<file path="config.mk">
export PLATFORM = sky130hd
export DESIGN_NAME = multi_cycle_fsm
export DESIGN_NICKNAME = d
export VERILOG_FILES = /design/src/rtl/multi_cycle_fsm_pkg.sv /design/src/rtl/multi_cycle_fsm.sv
export SDC_FILE = /design/constraint.sdc
export NUM_CORES = 1
export LEC_CHECK = 0
export CORE_MARGIN = 2
export CORE_UTILIZATION = 35
export DETAILED_ROUTE_END_ITERATION = 8
export GPL_TIMING_DRIVEN = 0
export SYNTH_ARGS = -nofsm -noshare
export SYNTH_HDL_FRONTEND = slang
export SYNTH_SLANG_ARGS = --single-unit
</file>
<file path="constraint.sdc">
create_clock -name clk -period 5.7 [get_ports clk]
set_clock_uncertainty 0.05 [all_clocks]
set_input_delay 1.14 -clock clk [delete_from_list [all_inputs] [get_ports clk]]
set_output_delay 1.14 -clock clk [all_outputs]
set_load 0.02 [all_outputs]
</file>
<file path="src/rtl/multi_cycle_fsm_pkg.sv">
// rtl/multi_cycle_fsm_pkg.sv - phase encodings, PC source codes, opcodes and legality check
package multi_cycle_fsm_pkg;

    typedef enum logic [2:0] {
        S_IF  = 3'd0,
        S_ID  = 3'd1,
        S_EX  = 3'd2,
        S_MEM = 3'd3,
        S_WB  = 3'd4,
        S_ERR = 3'd7
    } state_t;

    localparam logic [1:0] PC_SRC_SEQ    = 2'b00;
    localparam logic [1:0] PC_SRC_BRANCH = 2'b01;
    localparam logic [1:0] PC_SRC_JUMP   = 2'b10;

    localparam logic [5:0] OP_R    = 6'h00;
    localparam logic [5:0] OP_J    = 6'h02;
    localparam logic [5:0] OP_BEQ  = 6'h04;
    localparam logic [5:0] OP_ADDI = 6'h08;
    localparam logic [5:0] OP_ORI  = 6'h0d;
    localparam logic [5:0] OP_LW   = 6'h23;
    localparam logic [5:0] OP_SW   = 6'h2b;

    localparam logic [5:0] FUNCT_ADD = 6'h20;
    localparam logic [5:0] FUNCT_SUB = 6'h22;
    localparam logic [5:0] FUNCT_AND = 6'h24;
    localparam logic [5:0] FUNCT_OR  = 6'h25;

    function automatic logic is_legal(input logic [5:0] opcode, input logic [5:0] funct);
        logic ok;
        ok = 1'b0;
        case (opcode)
            OP_R: ok = (funct == FUNCT_ADD) || (funct == FUNCT_SUB) ||
                       (funct == FUNCT_AND) || (funct == FUNCT_OR);
            OP_J, OP_BEQ, OP_ADDI, OP_ORI, OP_LW, OP_SW: ok = 1'b1;
            default: ok = 1'b0;
        endcase
        return ok;
    endfunction

endpackage

</file>
<file path="src/rtl/multi_cycle_fsm.sv">
// rtl/multi_cycle_fsm.sv - instruction-phase sequencer for the multi-period MIPS core
module multi_cycle_fsm
    import multi_cycle_fsm_pkg::*;
#(
    parameter int STATE_LEN = 3,
    parameter int CNT_W     = 32
) (
    input  logic                 clk,
    input  logic                 rst_n,
    input  logic [5:0]           opcode,
    input  logic [5:0]           funct,
    input  logic                 zero,
    input  logic                 mem_ready,
    output logic [STATE_LEN-1:0] state,
    output logic                 mem_req,
    output logic                 mem_write_en,
    output logic                 ir_write,
    output logic                 pc_write,
    output logic [1:0]           pc_src,
    output logic                 reg_write_en,
    output logic                 halted,
    output logic [CNT_W-1:0]     retired
);

    // Plain vector so the unused codes 5 and 6 are representable and recoverable.
    logic [2:0] cur;
    logic [2:0] nxt;
    logic       retire;
    logic       mem_req_c, mem_write_c, ir_write_c, pc_write_c, reg_write_c;
    logic [1:0] pc_src_c;

    always_comb begin
        nxt         = cur;
        retire      = 1'b0;
        mem_req_c   = 1'b0;
        mem_write_c = 1'b0;
        ir_write_c  = 1'b0;
        pc_write_c  = 1'b0;
        pc_src_c    = PC_SRC_SEQ;
        reg_write_c = 1'b0;
        case (cur)
            S_IF: begin
                mem_req_c = 1'b1;
                if (mem_ready) begin
                    ir_write_c = 1'b1;
                    pc_write_c = 1'b1;
                    nxt        = S_ID;
                end
            end
            S_ID: begin
                if (opcode == OP_J) begin
                    pc_write_c = 1'b1;
                    pc_src_c   = PC_SRC_JUMP;
                    retire     = 1'b1;
                    nxt        = S_IF;
                end else if (is_legal(opcode, funct)) begin
                    nxt = S_EX;
                end else begin
                    nxt = S_ERR;
                end
            end
            S_EX: begin
                if (opcode == OP_BEQ) begin
                    pc_write_c = zero;
                    pc_src_c   = zero ? PC_SRC_BRANCH : PC_SRC_SEQ;
                    retire     = 1'b1;
                    nxt        = S_IF;
                end else if (opcode == OP_LW || opcode == OP_SW) begin
                    nxt = S_MEM;
                end else begin
                    nxt = S_WB;
                end
            end
            S_MEM: begin
                mem_req_c   = 1'b1;
                mem_write_c = (opcode == OP_SW);
                if (mem_ready) begin
                    if (opcode == OP_SW) begin
                        retire = 1'b1;
                        nxt    = S_IF;
                    end else begin
                        nxt = S_WB;
                    end
                end
            end
            S_WB: begin
                reg_write_c = 1'b1;
                retire      = 1'b1;
                nxt         = S_IF;
            end
            S_ERR: nxt = S_ERR;
            default: nxt = S_IF;
        endcase
    end

    always_ff @(posedge clk) begin
        if (!rst_n) begin
            cur     <= S_IF;
            retired <= '0;
            halted  <= 1'b0;
        end else begin
            cur <= nxt;
            if (retire) retired <= retired + CNT_W'(1);
            if (nxt == S_ERR && cur != S_ERR) halted <= 1'b1;
        end
    end

    // Reset must silence the memory port immediately, not one edge later.
    assign mem_req      = rst_n & mem_req_c;
    assign mem_write_en = rst_n & mem_write_c;
    assign ir_write     = rst_n & ir_write_c;
    assign pc_write     = rst_n & pc_write_c;
    assign pc_src       = rst_n ? pc_src_c : PC_SRC_SEQ;
    assign reg_write_en = rst_n & reg_write_c;
    assign state        = STATE_LEN'(cur);

endmodule
</file>
**Yosys cells after proc, flatten, opt, wreduce, memory -nomap -nowiden**

Index checks and enable logic that the tools add are counted.

- $add $sub $neg: 1
- $mul: 0
- Div/mod/pow operators: 0
- $lt $le $gt $ge: 0
- Equality and inequality tests: 17
- Shifts and indexed selects: 0
- Mux-type cells: 28
- Bitwise logic cells: 5
- Reduce and logical (&&, ||, !) cells: 9

Operators with widths:

| operator | number |
|---|---|
| $eq A6 B6 Y1 const B | 6 |
| $add A32 B1 Y32 const B | 1 |
| $mux W3 | 7 |
| $pmux W3 S5 | 1 |
| $mux W1 | 14 |
| $eq A6 B4 Y1 const B | 2 |
| $eq A3 B3 Y1 const B | 3 |
| $eq A3 B2 Y1 const B | 2 |
| $eq A6 B2 Y1 const B | 1 |
| $eq A6 B3 Y1 const B | 1 |
| $logic_not A6 Y1 | 1 |
| $reduce_or A6 Y1 | 1 |
| $and A1 B1 Y1 | 5 |
| $logic_or A1 B1 Y1 | 4 |
| $mux W2 | 2 |
| $pmux W1 S4 | 1 |
| $pmux W2 S2 | 1 |
| $eq A3 B1 Y1 const B | 1 |
| $logic_not A3 Y1 | 1 |
| $ne A3 B3 Y1 const B | 1 |
| $pmux W1 S3 | 1 |
| $pmux W1 S2 | 1 |
| $reduce_or A2 Y1 | 1 |
| $logic_and A1 B1 Y1 | 1 |

- Flip-flop bits (word level): 36
- Bits in latches: 0
- RAM bits: 0
- Memory bits (read-only): 0
- Input bits: 16
- Output and inout bits: 43
- Word-level logic and storage cells: 63
- Memories kept: 0

**Depth between registers and ports, before layout**

Gate-level depths: netlist of the first run.

- Depth in word-level cells: 12
- Depth in mapped cells: 8
- Depth with buffers taken out: 5

**Least setup slack after synthesis of the first run**

Ideal clock, no wire load.

- Path kind: input to output
- Start: input port opcode[2]
- End: output port pc_write
- Arrival: 2805 ps
- Required time: 4510 ps
- Setup slack: 1705 ps
- Cell stages on the path: 4
- Path buffers: 0
- Path through: or3b_2 -> or4_1 -> o211a_1 -> a211oi_1

- Cells in the longest elaborated chain, start to end: 4
- Elaborated cells on any way between the ends: 6
- Classes of those cells: eq/ne (2); mux (3); bitwise (1)

RTL lines:

| what | RTL line | source |
|---|---|---|
| from (decl) | multi_cycle_fsm.sv:10 | `input logic [5:0] opcode,` |
| $eq A6 B3 Y1 / $eq A6 B2 Y1 (equally long branches) | multi_cycle_fsm.sv:63, multi_cycle_fsm.sv:51 |  |
| $mux W1 (on tied branches) | multi_cycle_fsm.sv:63, multi_cycle_fsm.sv:51 |  |
| $pmux W1 S3 * | multi_cycle_fsm.sv:41 | `case (cur)` |
| $and A1 B1 Y1 * | multi_cycle_fsm.sv:112 | `assign pc_write = rst_n & pc_write_c;` |
| to (decl) | multi_cycle_fsm.sv:18 | `output logic pc_write,` |

Mark *: on every way between the ends. The rest lies on a longest branch, timed or not.

**Final worst setup path of the first run**

Same ends and word-level chain as after synthesis.

==> flow_summary.toml, run 1 <==
[sta]
min_period_over_period_pct = 86.40
fin_crit_ps = 4925
final.setup.tns_ps = 0
worstMarginPinSlew_ps = 993.6
finalSetupViolations = 0
rsz0062_at_grt = "no"
max_slew_margin_pct = 32.04
fmax_mhz = 203.0
finalHoldViolations = 0
slew_viol_final = 0

[worst_setup_path]
required_ps = 4510
r2r-end = "retired[1]"
start_kind = "input pin"
crit_type = "input pin to output port"
critPathCaptureType = "output port"
cp.arrival_ps = 3730
reg2reg_setup_slack_ps = 3010
r2r-start = "state[0]"
r2r_cells = 7
cp_max_fo = 7

[yosys]
ys_types = 42
synth-seq-area-share_pct = 35.27
synth_seq_cells = 36
syn_inst = 259
syn-cell-area_um2 = 2043
synth-edff-count = 0
synth_fp_nets = 276
syn_avg_cell_area_um2 = 7.889
synth_flop_cell = "dfxtp_1"
ys_warn_count = 0
async_flop_share_pct = 0

[final_layout]
final_common_cell = "clkdlybuf4s50_1"
layout-drive-gt1-share_pct = 4.615
most-common-layout-cells = "58 x clkdlybuf4s50_1, 36 x dfxtp_1, 29 x a21oi_1"
n_fill_cell = 563
diodes = 0
area_growth_pct = 37.23
fin_nets = 341
fin_util_pct = 50.30

[run]
cap_violations = 0

[power_and_ir_drop]
switching_power_uw = 184.9
power_frac_clock_pct = 31.1
power_frac_comb_pct = 24.8
seq_power_share_pct = 44.1
p_int_uw = 417.8
power.density_nw_per_um2 = 215.0
switching_share_pct = 30.68
leakagePower_uw = 0.0008302
irDropWorstVdd_uv = 212.1

[clock_tree]
cts_setup_buffers = 0
cts_buffers = 5
cts_tree = "done"
clock_latency_ps = 290
clockBufferDepth = 2
clockRootBuffer = "clkbuf_8"
cts_hold_buf = 0
htreeDepth = 2
path_clk_slew_ps = 70
cts.sinks = 36
cts_resized = 0

[routing]
num_vias = 2260
routedWlPerCell_um = 15.20
drt-pass1-iter-count = 4
drc = 0
drt_iter0_drc = 147
wirelength_um = 6035
viasPerCell = 5.693
ant_nets = 0

[hold_path]
min_path_cells = 1
hold_path_startpoint = "halted"
hp-class = "flop to flop"
min_to = "halted"

[global_routing]
grt.total_usage_pct = 20.05
overflow = 0
antenna_found_initial = 0
grt_pass1_wl_um = 10250
grt_pass1_vias = 2101
grt_max_degree = 11

[floorplan]
core_um2 = 5574
pin_count = 59
rows = 27
die-area_um2 = 6465
initial_core_util_pct = 36.66
die_x_um = 80.41
die_y_um = 80.41

[place]
place.gp.congestion = 0.7943
port_buffers = 58
dp_hpwl_um = 4402

[outcome]
status = "finished, final reports clean"
[cells in the mapped netlist (2+ instances only)]
library cell,number,area (um2)
o31ai_1,19,142.6
dfxtp_1,36,720.7
inv_1,11,41.29
o21a_1,2,15.01
o21ai_0,11,55.05
a21oi_1,29,145.1
or4_1,18,135.1
nand2b_1,4,25.02
nor2_1,12,45.04
nand2_1,21,78.83
o311ai_0,2,17.52
or2_2,2,12.51
buf_6,3,33.78
nor4_1,6,37.54
nand3_1,18,90.09
nor3_1,5,25.02
o41ai_1,2,17.52
clkbuf_1,10,37.54
mux2i_1,3,30.03
or3_1,11,68.82
o211a_1,2,20.02
and3_1,2,12.51
nand4_1,11,68.82
[area by class of cell]
class,count,area [um2],share of cell area (%)
Buffer,15,80.08,2.856
Clock buffer,8,90.09,3.213
Inverter,11,41.29,1.473
Multi-Input combinational cell,197,1201,42.84
Sequential cell,36,720.7,25.70
Tap cell,72,90.09,3.213
Timing Repair Buffer,58,580.6,20.71
[metrics by stage]
stage / setup WS, ps / cells / total power, uW / cell area (um2) / hold WS [ps]
6_report: 775.1 / 397 / 602.7 / 2804 / 433.3
3_5_place_dp: 776.4 / 389 / 420.2 / 2714 / 404.6
5_1_grt: 628.9 / 397 / 633.8 / 2804 / 445.0
4_1_cts: 774.0 / 397 / 607.9 / 2804 / 433.7
2_1_floorplan: 1705 / 259 / 359.2 / 2043 / 501.1
3_3_place_gp: 786.6 / 389 / 420.8 / 2714 / 410.3
[state kept, by name, summed over array words and instances (netlist names)]
register  flops
retired      32
state         3
halted        1
[routing by layer]
layer,GRT usage [%],part of all wire [%],vias up
met2,31.42,46,70
li1,-,-,1133
met4,4.407,0.76,0
met5,0,0,-
met1,28.23,47,1050
met3,4.045,6.3,7
[power by group through the flow]
stage	registers, uW	logic [uW]	clock network [uW]
floorplan	279	80.6	0
global placement	271	150	0
detailed placement	271	149	0
CTS	266	150	193
global route	267	166	202
finish	266	150	187
[how the worst max path moves through the flow]
stage | startpoint | end | slack [ps] | cells past startpoint
floorplan | opcode[2] | pc_write | 1700 | 4
global placement | opcode[2] | pc_write | 790 | 6
detailed placement | opcode[2] | pc_write | 780 | 6
CTS | opcode[2] | pc_write | 770 | 6
global route | opcode[2] | pc_write | 630 | 6
finish | opcode[2] | pc_write | 780 | 6
[worst max-delay path, stage by stage]
cell and delay (ps):
clkdlybuf4s50_1 500, or3b_2 550, or4_1 490, o211a_1 230, a211oi_1 170, clkdlybuf4s50_1 650
[logic make-up (layout without fill, tap and decap cells)]
group / after synthesis / in the layout / synth area share [%]
fa+ha+maj: 1 / 1 / 0.6123
mux: 3 / 3 / 1.470
compound gates: 75 / 75 / 24.13
buf+inv: 26 / 92 / 5.940
flops: 36 / 36 / 35.27
simple gates: 117 / 117 / 32.15
xor+xnor: 1 / 1 / 0.4287
No activity file was read; power rests on OpenSTA's default activity.
==> run 2, diff against run 1 <==
--- a/config.mk
+++ b/config.mk
@@ -9,6 +9,8 @@
 export CORE_UTILIZATION = 35
 export DETAILED_ROUTE_END_ITERATION = 8
 export GPL_TIMING_DRIVEN = 0
+export PLACE_DENSITY = 0.61
+export SLEW_MARGIN = 30
 export SYNTH_ARGS = -nofsm -noshare
 export SYNTH_HDL_FRONTEND = slang
 export SYNTH_SLANG_ARGS = --single-unit
==> run 2 against run 1 <==
Net effect: flip-flop and latch count unchanged; critical path depth unchanged; maximum frequency decreased by 0.22%; hold slack improved by 0.57 ps; first-iteration DRC count decreased by 30%; largest power group unchanged.
==> flow_summary.toml, run 2 (synthesis gave the netlist of run 1 again) <==
[routing]
wirelength_um = 5954
drc = 0
num_vias = 2262
viasPerCell = 5.698
ant_nets = 0
drt-pass1-iter-count = 4
routedWlPerCell_um = 15.00
drt_iter0_drc = 103

[worst_setup_path]
path_buf_inv = 2
max_stage_delay_ps = 640
required_ps = 4510
cp_top_family = "buffers and inverters"
crit_type = "input pin to output port"
start_kind = "input pin"
cp.arrival_ps = 3750
slowest_stage = "clkdlybuf4s50_1"
cp_max_fo = 7
crit_path_frequent_cell = "clkdlybuf4s50_1"
critPathCaptureType = "output port"
path_cells = "clkdlybuf4s50_1 > or3b_2 > or4_1 > o211a_1 > a211oi_1 > clkdlybuf4s50_1"

[clock_tree]
clockRootBuffer = "clkbuf_8"
cts_buffers = 5
cts.sinks = 36
clock_latency_ps = 290
path_clk_slew_ps = 70
cts_setup_buffers = 0
cts_hold_buf = 0
cts_resized = 0
clockBufferDepth = 2
cts_tree = "done"
htreeDepth = 2

[power_and_ir_drop]
p_total_uw = 635.4
power_frac_clock_pct = 34.9
p_int_uw = 449.2
seq_power_share_pct = 41.8
switching_share_pct = 29.30
leakagePower_uw = 0.0008398
power.density_nw_per_um2 = 225.1
switching_power_uw = 186.2
power_frac_comb_pct = 23.4
irDropWorstVdd_uv = 132.0

[sta]
min_period_over_period_pct = 86.60
finalHoldViolations = 0
fin_crit_ps = 4936
worstMarginPinSlew_ps = 829.5
rsz0062_at_grt = "no"
fmax_mhz = 202.6
final.setup.tns_ps = 0
finalSetupViolations = 0
max_slew_margin_pct = 44.27
slew_viol_final = 0

[place]
dp_hpwl_um = 4322
dp_cells = 389
place.gp.congestion = 0.8414
port_buffers = 58
placedInstanceArea_um2 = 2714

[global_routing]
grt_pass1_wl_um = 9377
overflow = 0
grt_pass1_vias = 1941
antenna_found_initial = 0
grt.total_usage_pct = 18.59
grt_max_degree = 12

[floorplan]
rows = 27
die_y_um = 80.41
initial_core_util_pct = 36.66
pin_count = 59
core_um2 = 5574
die_x_um = 80.41
die-area_um2 = 6465

[final_layout]
finalNonFillerCells = 397
stdcell_area_um2 = 2823
area_growth_pct = 38.15
fin_util_pct = 50.64
regMostFlops = "retired"
layout-drive-gt1-share_pct = 4.923
largest_reg_flops = 32
fin_nets = 341
n_fill_cell = 562
diodes = 0
most-common-layout-cells = "58 x clkdlybuf4s50_1, 36 x dfxtp_1, 29 x a21oi_1"
final_common_cell = "clkdlybuf4s50_1"

[run]
cap_violations = 0

[outcome]
status = "finished, final reports clean"

[hold_path]
hp-class = "flop to flop"
-- run 2: cell types whose count changed in the layout (fill, tap and decap cells not counted), sizes merged --
cell	previous run	this run
clkinv	0	1
clkbuf	18	16
bufinv	0	1
-- run 2: layout make-up --
cell class	instances	area (um2)	area share [%]
Multi-Input combinational cell	197	1202	42.60
Sequential cell	36	720.7	25.53
Timing Repair Buffer	58	580.6	20.57
Tap cell	72	90.09	3.191
Buffer	15	80.08	2.837
Clock buffer	6	72.57	2.571
Inverter	11	41.29	1.463
Clock inverter	2	35.03	1.241
-- run 2: path summary, 6_finish.rpt --
path	startpoint	to	slack, ps	cells after the start
worst max-delay path	opcode[2]	pc_write	760	6
worst min-delay path	halted	halted	430	1
worst max register to register	state[0]	retired[1]	3080	7
worst min register to register	halted	halted	430	1
-- run 2: worst register-to-register path, delay by kind of cell, from the launching register on --
family,cells,cell delay (ps)
compound gates,2,720
buf+inv,3,1070
flops,1,410
mux,1,210
simple gates,1,50
-- run 2: metrics by stage --
step                      hold slack [ps]  setup WS (ps)
after detailed placement            419.9          766.1
after global routing                465.9          669.1
after global placement              409.1          755.8
after CTS                           441.9          758.3
after floorplan                     501.1           1705
final                               433.9          764.1
-- run 2: per-layer routing --
metal	global-route usage, %	vias to the layer above	part of all wire [%]
li1	-	1135	-
met1	26.28	1054	48
met2	27.67	65	46
met3	4.382	8	5.2
met4	5.932	0	1.0
met5	0	-	0
-- run 2: power groups by stage --
| stage | Clock (uW) | Combinational, uW | Sequential, uW |
|---|---|---|---|
| finish | 222 | 148 | 265 |
| global route | 237 | 160 | 266 |
| CTS | 229 | 148 | 265 |
| detailed placement | 0 | 147 | 271 |
| global placement | 0 | 148 | 271 |
| floorplan | 0 | 80.6 | 279 |
==> run 3, diff against run 2 <==
--- a/config.mk
+++ b/config.mk
@@ -10,6 +10,7 @@
 export DETAILED_ROUTE_END_ITERATION = 8
 export GPL_TIMING_DRIVEN = 0
 export PLACE_DENSITY = 0.61
+export REMOVE_ABC_BUFFERS = 1
 export SLEW_MARGIN = 30
 export SYNTH_ARGS = -nofsm -noshare
 export SYNTH_HDL_FRONTEND = slang
==> run 3 against run 2 <==
Net effect: non-clock buffer count fell by 12; global-route usage fell by 0.87 points; first-iteration DRC count rose by 36%; sequential power rose by 3%; design area fell by 2.1%; largest power group unchanged; highest routed layer unchanged.
==> flow_summary.toml, run 3 (synthesis gave the netlist of run 1 again) <==
[outcome]
status = "finished, final reports clean"

[routing]
met3_wirelength_um = 204
ant_nets = 0
wirelength_um = 5423
viasPerCell = 5.688
drt-pass1-iter-count = 4
routedWlPerCell_um = 14.12
routed.top_layer = "met4"
drt_iter0_drc = 140
num_vias = 2184
wl_met1_um = 2665
met2_length_um = 2503
drc = 0

[worst_setup_path]
cp.arrival_ps = 3720
slowest_stage = "clkdlybuf4s50_1"
cp_max_fo = 7
reg2reg_setup_slack_ps = 2930
path_buf_inv = 2
crit_type = "input pin to output port"
cp_top_family = "buffers and inverters"
start_kind = "input pin"
path_cells = "clkdlybuf4s50_1 > or3b_2 > or4_1 > o211a_1 > a211oi_1 > clkdlybuf4s50_1"
max_stage_delay_ps = 640
required_ps = 4510
crit_path_frequent_cell = "clkdlybuf4s50_1"
critPathCaptureType = "output port"

[sta]
finalHoldViolations = 0
rsz0062_at_grt = "no"
min_period_over_period_pct = 86.22
final.setup.tns_ps = 0
worstMarginPinSlew_ps = 834.9
fmax_mhz = 203.5
max_slew_margin_pct = 44.13
finalSetupViolations = 0
fin_crit_ps = 4915
slew_viol_final = 0

[final_layout]
ff_latch_area_um2 = 720.7
largest_reg_flops = 32
multi_input_area_um2 = 1219
layout-drive-gt1-share_pct = 5.128
area_growth_pct = 35.21
n_fill_cell = 576
most-common-layout-cells = "58 x clkdlybuf4s50_1, 36 x dfxtp_1, 29 x a21oi_1"
regMostFlops = "retired"
stdcell_area_um2 = 2763
diodes = 0
final_common_cell = "clkdlybuf4s50_1"
fin_nets = 329

[global_routing]
grt_pass1_vias = 1943
antenna_found_initial = 0
grt_pass1_wl_um = 9094
grt.total_usage_pct = 17.72
overflow = 0
grt_max_degree = 32

[clock_tree]
cts_tree = "done"
htreeDepth = 2
cts_buffers = 5
cts_setup_buffers = 0
clockBufferDepth = 2
clock_latency_ps = 290
clockRootBuffer = "clkbuf_8"
cts_hold_buf = 0
path_clk_slew_ps = 70
cts_resized = 0
cts.sinks = 36

[place]
dp_hpwl_um = 3840
port_buffers = 58
placedInstanceArea_um2 = 2679
place.gp.congestion = 0.8278

[floorplan]
initial_core_util_pct = 36.66
die_x_um = 80.41
die_y_um = 80.41
core_um2 = 5574
rows = 27
die-area_um2 = 6465
pin_count = 59

[power_and_ir_drop]
seq_power_share_pct = 47.4
leakagePower_uw = 0.0008118
power.density_nw_per_um2 = 209.2
power_frac_comb_pct = 22.6
irDropWorstVdd_uv = 93.90
p_int_uw = 399.6
switching_power_uw = 178.5
power_frac_clock_pct = 30.0
switching_share_pct = 30.88

[hold_path]
hp-class = "flop to flop"

[run]
cap_violations = 0
run 3: changes by cell type in the layout (fill, tap and decap cells not counted), sizes merged:
cell,before,now
buf,5,3
clkbuf,16,6
bufinv,1,0
run 3: power by group through the flow:
stage	Clock [uW]	Combinational (uW)	Sequential, uW
6_report	173	131	274
5_1_grt	188	144	276
4_1_cts	179	131	274
3_5_place_dp	0	130	280
3_3_place_gp	0	119	280
2_1_floorplan	0	60.1	285
run 3: final cells by class:
type | instances | share of cell area [%]
well taps | 72 | 3.261
multi-input cells | 197 | 44.11
clock inverters | 1 | 0.1812
flip-flops and latches | 36 | 26.09
clock buffers | 6 | 2.627
repair buffers | 61 | 22.24
inverters | 11 | 1.495
run 3: routing by layer:
layer | vias to the layer above | global-route usage [%]
met2 | 50 | 27.17
met3 | 5 | 3.933
met5 | - | 0
li1 | 1110 | -
met1 | 1019 | 24.61
met4 | 0 | 5.593
run 3: through the flow:
| stage | util [%] | cells | hold WS (ps) | setup WS [ps] | power (uW) |
|---|---|---|---|---|---|
| global placement | 47.25 | 374 | 410.5 | 448.4 | 399.2 |
| finish | 49.56 | 384 | 425.7 | 785.3 | 578.0 |
| CTS | 49.45 | 384 | 432.3 | 776.7 | 584.0 |
| global route | 49.56 | 384 | 455.8 | 667.4 | 608.2 |
| floorplan | - | 244 | 501.1 | 1705 | 345.0 |
| detailed placement | 48.06 | 377 | 410.5 | 809.3 | 410.1 |
run 3: final timing paths:
| path | startpoint | endpoint | depth (start not counted) |
|---|---|---|---|
| setup / recovery | opcode[2] | pc_write | 6 |
| hold / removal | halted | halted | 1 |
| setup reg to reg | retired[4] | retired[12] | 5 |
| hold reg to reg | halted | halted | 1 |
